--- config.mk ---
export PLATFORM = sky130hd
export DESIGN_NAME = p2s_stream_flat
export DESIGN_NICKNAME = d
export VERILOG_FILES = /design/src/rtl/p2s_stream_if.sv /design/src/rtl/p2s_stream.sv /design/src/flat_wrapper.sv
export SDC_FILE = /design/constraint.sdc
export NUM_CORES = 1
export LEC_CHECK = 0
export ABC_AREA = 0
export BUFFER_PORTS_ARGS = -buffer_cell sky130_fd_sc_hd__buf_4
export CAP_MARGIN = 10
export CORE_ASPECT_RATIO = 1.4
export CORE_MARGIN = 5
export CORE_UTILIZATION = 35
export CTS_CLUSTER_SIZE = 10
export DETAILED_ROUTE_END_ITERATION = 7
export SETUP_SLACK_MARGIN = 0.5
export SLEW_MARGIN = 20
export SYNTH_ARGS = -nofsm -noshare
export SYNTH_HDL_FRONTEND = slang
export SYNTH_SLANG_ARGS = --single-unit
export TNS_END_PERCENT = 100
--- constraint.sdc ---
create_clock -name clk -period 1.6 [get_ports clk]
set_input_delay 0.16 -clock clk [delete_from_list [all_inputs] [get_ports clk]]
set_output_delay 0.16 -clock clk [all_outputs]
set_load 0.01 [all_outputs]
--- src/rtl/p2s_stream_if.sv ---
// p2s_stream_if: valid/ready stream carrying a data word and a frame marker
interface p2s_stream_if #(
  parameter int DW = 8
);
  logic          valid;
  logic          ready;
  logic          last;
  logic [DW-1:0] data;
  modport master(output valid, data, last, input ready);
  modport slave(input valid, data, last, output ready);
endinterface

--- src/rtl/p2s_stream.sv ---
// p2s_stream: parallel-to-serial stream converter with a holding register for bubble-free throughput
module p2s_stream #(
  parameter int N = 8,
  parameter int W = 1,
  parameter bit MSB_FIRST = 1'b0
) (
  input logic          clk,
  input logic          rst,
  p2s_stream_if.slave  par,
  p2s_stream_if.master ser
);
  localparam int BEATS = N / W;
  localparam int CW = BEATS > 1 ? $clog2(BEATS) : 1;
  localparam logic [CW-1:0] LAST_CNT = CW'(BEATS - 1);
  localparam logic [1:0] EMPTY = 2'd0, SHIFT = 2'd1, FULL = 2'd2;
  if (N < 1 || W < 1 || N % W != 0) begin : g_bad_params
    $error("p2s_stream: W must be >= 1 and divide N");
  end
  logic [1:0]    state, state_nxt;
  logic [N-1:0]  sh, hd, sh_shift;
  logic          sh_last, hd_last;
  logic [CW-1:0] cnt;
  logic          acc, take, fin;
  assign par.ready = !rst && state != FULL;
  assign ser.valid = state != EMPTY;
  assign ser.data  = MSB_FIRST ? sh[N-1 -: W] : sh[W-1:0];
  assign ser.last  = ser.valid && cnt == LAST_CNT && sh_last;
  assign acc  = par.valid && par.ready;
  assign take = ser.valid && ser.ready;
  assign fin  = take && cnt == LAST_CNT;
  // next state and the shifted beat register; an accept overlapping a final beat reloads in place
  always_comb begin
    state_nxt = state == EMPTY ? (acc ? SHIFT : EMPTY)
              : state == SHIFT ? (fin && !acc ? EMPTY : acc && !fin ? FULL : SHIFT)
              : (fin ? SHIFT : FULL);
    sh_shift  = MSB_FIRST ? sh << W : sh >> W;
  end
  // state, beat counter, shift and hold registers
  always_ff @(posedge clk) begin
    if (rst) begin
      state   <= EMPTY;
      cnt     <= '0;
      sh      <= '0;
      sh_last <= 1'b0;
      hd      <= '0;
      hd_last <= 1'b0;
    end else begin
      state <= state_nxt;
      cnt   <= fin ? '0 : take ? cnt + 1'b1 : cnt;
      if (acc && (state == EMPTY || fin)) begin
        sh      <= par.data;
        sh_last <= par.last;
      end else if (fin && state == FULL) begin
        sh      <= hd;
        sh_last <= hd_last;
      end else if (take) begin
        sh <= sh_shift;
      end
      if (acc && state == SHIFT && !fin) begin
        hd      <= par.data;
        hd_last <= par.last;
      end
    end
  end
endmodule

--- src/flat_wrapper.sv ---
// flat-port wrapper written by rule: the top's interface ports become plain ports
module p2s_stream_flat 
#(
  parameter int N = 8,
  parameter int W = 1,
  parameter bit MSB_FIRST = 1'b0
)
  (clk, rst, par_valid, par_data, par_last, par_ready, ser_valid, ser_data, ser_last, ser_ready);
  p2s_stream_if #(.DW(8)) par_i ();
  p2s_stream_if #(.DW(1)) ser_i ();
  input logic clk;
  input logic rst;
  input wire logic [$bits(par_i.valid)-1:0] par_valid;
  input wire logic [$bits(par_i.data)-1:0] par_data;
  input wire logic [$bits(par_i.last)-1:0] par_last;
  output wire logic [$bits(par_i.ready)-1:0] par_ready;
  output wire logic [$bits(ser_i.valid)-1:0] ser_valid;
  output wire logic [$bits(ser_i.data)-1:0] ser_data;
  output wire logic [$bits(ser_i.last)-1:0] ser_last;
  input wire logic [$bits(ser_i.ready)-1:0] ser_ready;
  assign par_i.valid = par_valid;
  assign par_i.data = par_data;
  assign par_i.last = par_last;
  assign par_ready = par_i.ready;
  assign ser_valid = ser_i.valid;
  assign ser_data = ser_i.data;
  assign ser_last = ser_i.last;
  assign ser_i.ready = ser_ready;
  p2s_stream #(.N(N), .W(W), .MSB_FIRST(MSB_FIRST)) u_core (.clk(clk), .rst(rst), .par(par_i), .ser(ser_i));
endmodule
==> results.yml <==
logic_synthesis:
  synth-seq-cells: 23
  synthesis.yosys.warnings: 0
  syn_nets: 143
  syn_area_per_cell_um2: 9.01
  yosysTopAreaCell: "dfxtp_1"
  synth-adder-area-share_pct: 3.28
  synth-compound-area-share_pct: 17.2
  synth_top_family_by_area: "simple AND/OR/NAND/NOR gates"
  synthMuxAreaShare_pct: 7.87
  synth-simple-area-share_pct: 27.5
  yosysUniqueCellTypes: 32
  synth_top_cell_area_share_pct: 40.2
  syn_area_um2: 1140
  ys_seq_area_share_pct: 40.2
  netlist_instances: 127
  synthXorXnorAreaFrac_pct: 0
  ys_top_cells_by_area: "dfxtp_1, mux2i_1, a32o_1"
layout:
  layoutNonFillerInstCount: 192
  fin_util_pct: 50.0
  antenna_cells: 0
  finalInstanceArea_um2: 1560
  multi_input_area_um2: 736
  fill_cells: 314
  finalNetCount: 170
  drive_above_1_share_pct: 37.3
  syn_to_final_growth_pct: 36.4
  regArea_um2: 465
placement:
  io_buffer_count: 16
  placed_cell_area_um2: 1370
  dpl_worst_slack_ns: 0.00549
  dpl.hpwl_mm: 1.81
  placedCellCount: 180
  gp_congestion: 0.774
critical_path:
  slowest_delay_ns: 0.34
  path_max_fanout: 7
  crit_type: "flip-flop to flip-flop"
  cp_common_cell: "ha_4"
  worst_path_max_delay_cell: "dfxtp_2"
  required_ns: 1.75
  regToRegSetupSlack_ns: 0.04
  cp_data_arrival_time_ns: 1.71
  reg2reg_depth: 6
  startpoint_type: "flip-flop"
  endpoint_kind: "flip-flop"
  r2r-start: "u_core.cnt[1]"
  cp_cell_sequence: "ha_4, ha_4, and3_4, o21a_4, a222oi_1, nor2_1"
  r2r-end: "u_core.sh[7]"
sta:
  fin_ws_ns: 0.0412
  hold_violations: 0
  rsz0062_at_grt: "true"
  tightest_slew_ns: 0.505
  fmax_mhz: 642
  max_slew_margin_pct: 66.1
  setup_violations: 0
  fin_hold_ws_ns: 0.138
  fin_crit_ns: 1.56
  fin_worst_skew_ns: 0.00334
  setup-tns-final_ns: 0
  finalCritPeriodShare_pct: 97.4
  final-max-slew-violation-count: 0
hold_path:
  hp-class: "primary input to flip-flop"
  worst_hold_path.num_cells: 3
  min_from: "par_data[2]"
  min_to: "u_core.hd[2]"
drt:
  wirelength_mm: 2.65
  drtPass1Iterations: 4
  drtIter0Drc: 24
  detail-route-antenna-nets: 0
  avgRoutedWirePerCell_um: 13.8
  drt-vias-per-instance: 5.30
  via_count: 1017
  drc: 0
run_status:
  run_status: "completed"
floorplanning:
  die_area_um2: 4530
  die_width_um: 58.3
  coreArea_um2: 3120
  start_util_pct: 36.7
  ios: 17
  fp.dieH_um: 77.7
  placementRows: 24
clock_tree:
  cts_made_buffers: 3
  cts_tree: "yes"
  clk_latency_ns: 0.26
  clock_path_buffers: 2
  clk_pin_slew_ns: 0.08
  htreeDepth: 1
  cts-root-buf: "clkbuf_8"
  ctsHoldBuffers: 0
  cts_sinks: 23
grt:
  grt_pass1_wl_mm: 4.44
  grt_max_degree: 20
  track_usage_pct: 12.4
  overflow: 0
  grt_antenna_before_repair: 0
  grt_pass1_vias: 1022
pwr:
  vdd_drop_max_v: 0.000526
  powerDensity_nw_per_um2: 784
  p_leak_nw: 0.679
  power_mw: 1.22
run:
  max_cap_viol_count: 0
## critical path, delay by kind of cell (launching register included)
kind | cells | cell delay, ns
compound gates | 2 | 0.55
fa+ha+maj | 2 | 0.33
flops | 1 | 0.34
simple gates | 2 | 0.22
## worst max path at each step
stage	from	endpoint	slack (ns)	depth (start not counted)
after floorplan	u_core.cnt[0]	u_core.sh[7]	0.005	7
after global placement	u_core.cnt[0]	u_core.sh[7]	0.06	6
after detailed placement	u_core.cnt[0]	u_core.sh[7]	0.005	6
after CTS	u_core.cnt[1]	u_core.sh[7]	0.009	6
after global routing	u_core.cnt[1]	u_core.sh[7]	-0.03	6
final	u_core.cnt[1]	u_core.sh[7]	0.04	6
## kinds of logic (layout without fill, tap and decap cells)
group / Yosys count / count (layout)
AOI/OAI and AO/OA: 23 / 23
adders and majority gates: 3 / 3
buffers and inverters: 8 / 34
DFF: 23 / 23
muxes: 9 / 9
and+or+nand+nor: 61 / 61
## routing by layer
metal / wire length, um / track usage (%) / part of all wire (%) / up-vias
met2: 1430 / 22.7 / 54 / 15
met5: 0 / 0 / 0 / -
met4: 76 / 5.57 / 2.9 / 0
li1: - / - / - / 506
met3: 76 / 2.49 / 2.9 / 6
met1: 1070 / 13.1 / 40 / 490
## report_power, final
part | switching (mW) | internal [mW]
logic | 0.119 | 0.131
clock network | 0.170 | 0.177
registers | 0.0251 | 0.602
total | 0.314 | 0.910
## cell usage after synthesis
cell	instances
dfxtp_1	23
nand2_1	15
nor2_1	15
nand3_1	10
mux2i_1	9
a32o_1	7
nand2b_1	7
a21oi_1	6
and2b_1	3
buf_2	3
ha_1	3
a211oi_1	2
a22oi_1	2
clkbuf_1	2
nor2b_1	2
nor3b_1	2
a211oi_4	1
a222oi_1	1
and3_1	1
and3_4	1
and4b_1	1
buf_4	1
buf_6	1
inv_1	1
nand4b_1	1
nor2_2	1
nor2_4	1
nor3_1	1
o21a_1	1
o21a_4	1
o21ai_0	1
o21ai_2	1
## registers in the layout, indices dropped and copies added, names as in the netlist
name,cells
u_core.hd,8
u_core.state,2
u_core.hd_last,1
u_core.sh,8
u_core.cnt,3
u_core.sh_last,1
## area by class of cell
| class | count | share of cell area (%) |
|---|---|---|
| Clock buffer | 4 | 2.88 |
| Inverter | 1 | 0.240 |
| Multi-Input combinational cell | 96 | 47.1 |
| Sequential cell | 23 | 29.8 |
| Tap cell | 39 | 3.12 |
| Timing Repair Buffer | 29 | 16.8 |
## timing repair
action | in CTS | in global routing
resized for setup | 11 | 4
setup endpoints to repair | 26 | 26
pin swaps | 4 | 3
cloned | 1 | 0
buffers inserted | 5 | 2
## cells in the final DEF, fill, tap and decap left out, types with 2 or more instances in the layout
cell type / n
a21oi_1: 6
a22oi_2: 2
a32o_1: 7
and2b_1: 3
buf_12: 2
buf_4: 26
clkbuf_8: 3
dfxtp_1: 19
dfxtp_2: 4
ha_4: 2
mux2i_1: 9
nand2_1: 14
nand2b_1: 6
nand3_1: 9
nor2_1: 15
nor3b_2: 2
No activity file was read; power rests on OpenSTA's default activity.
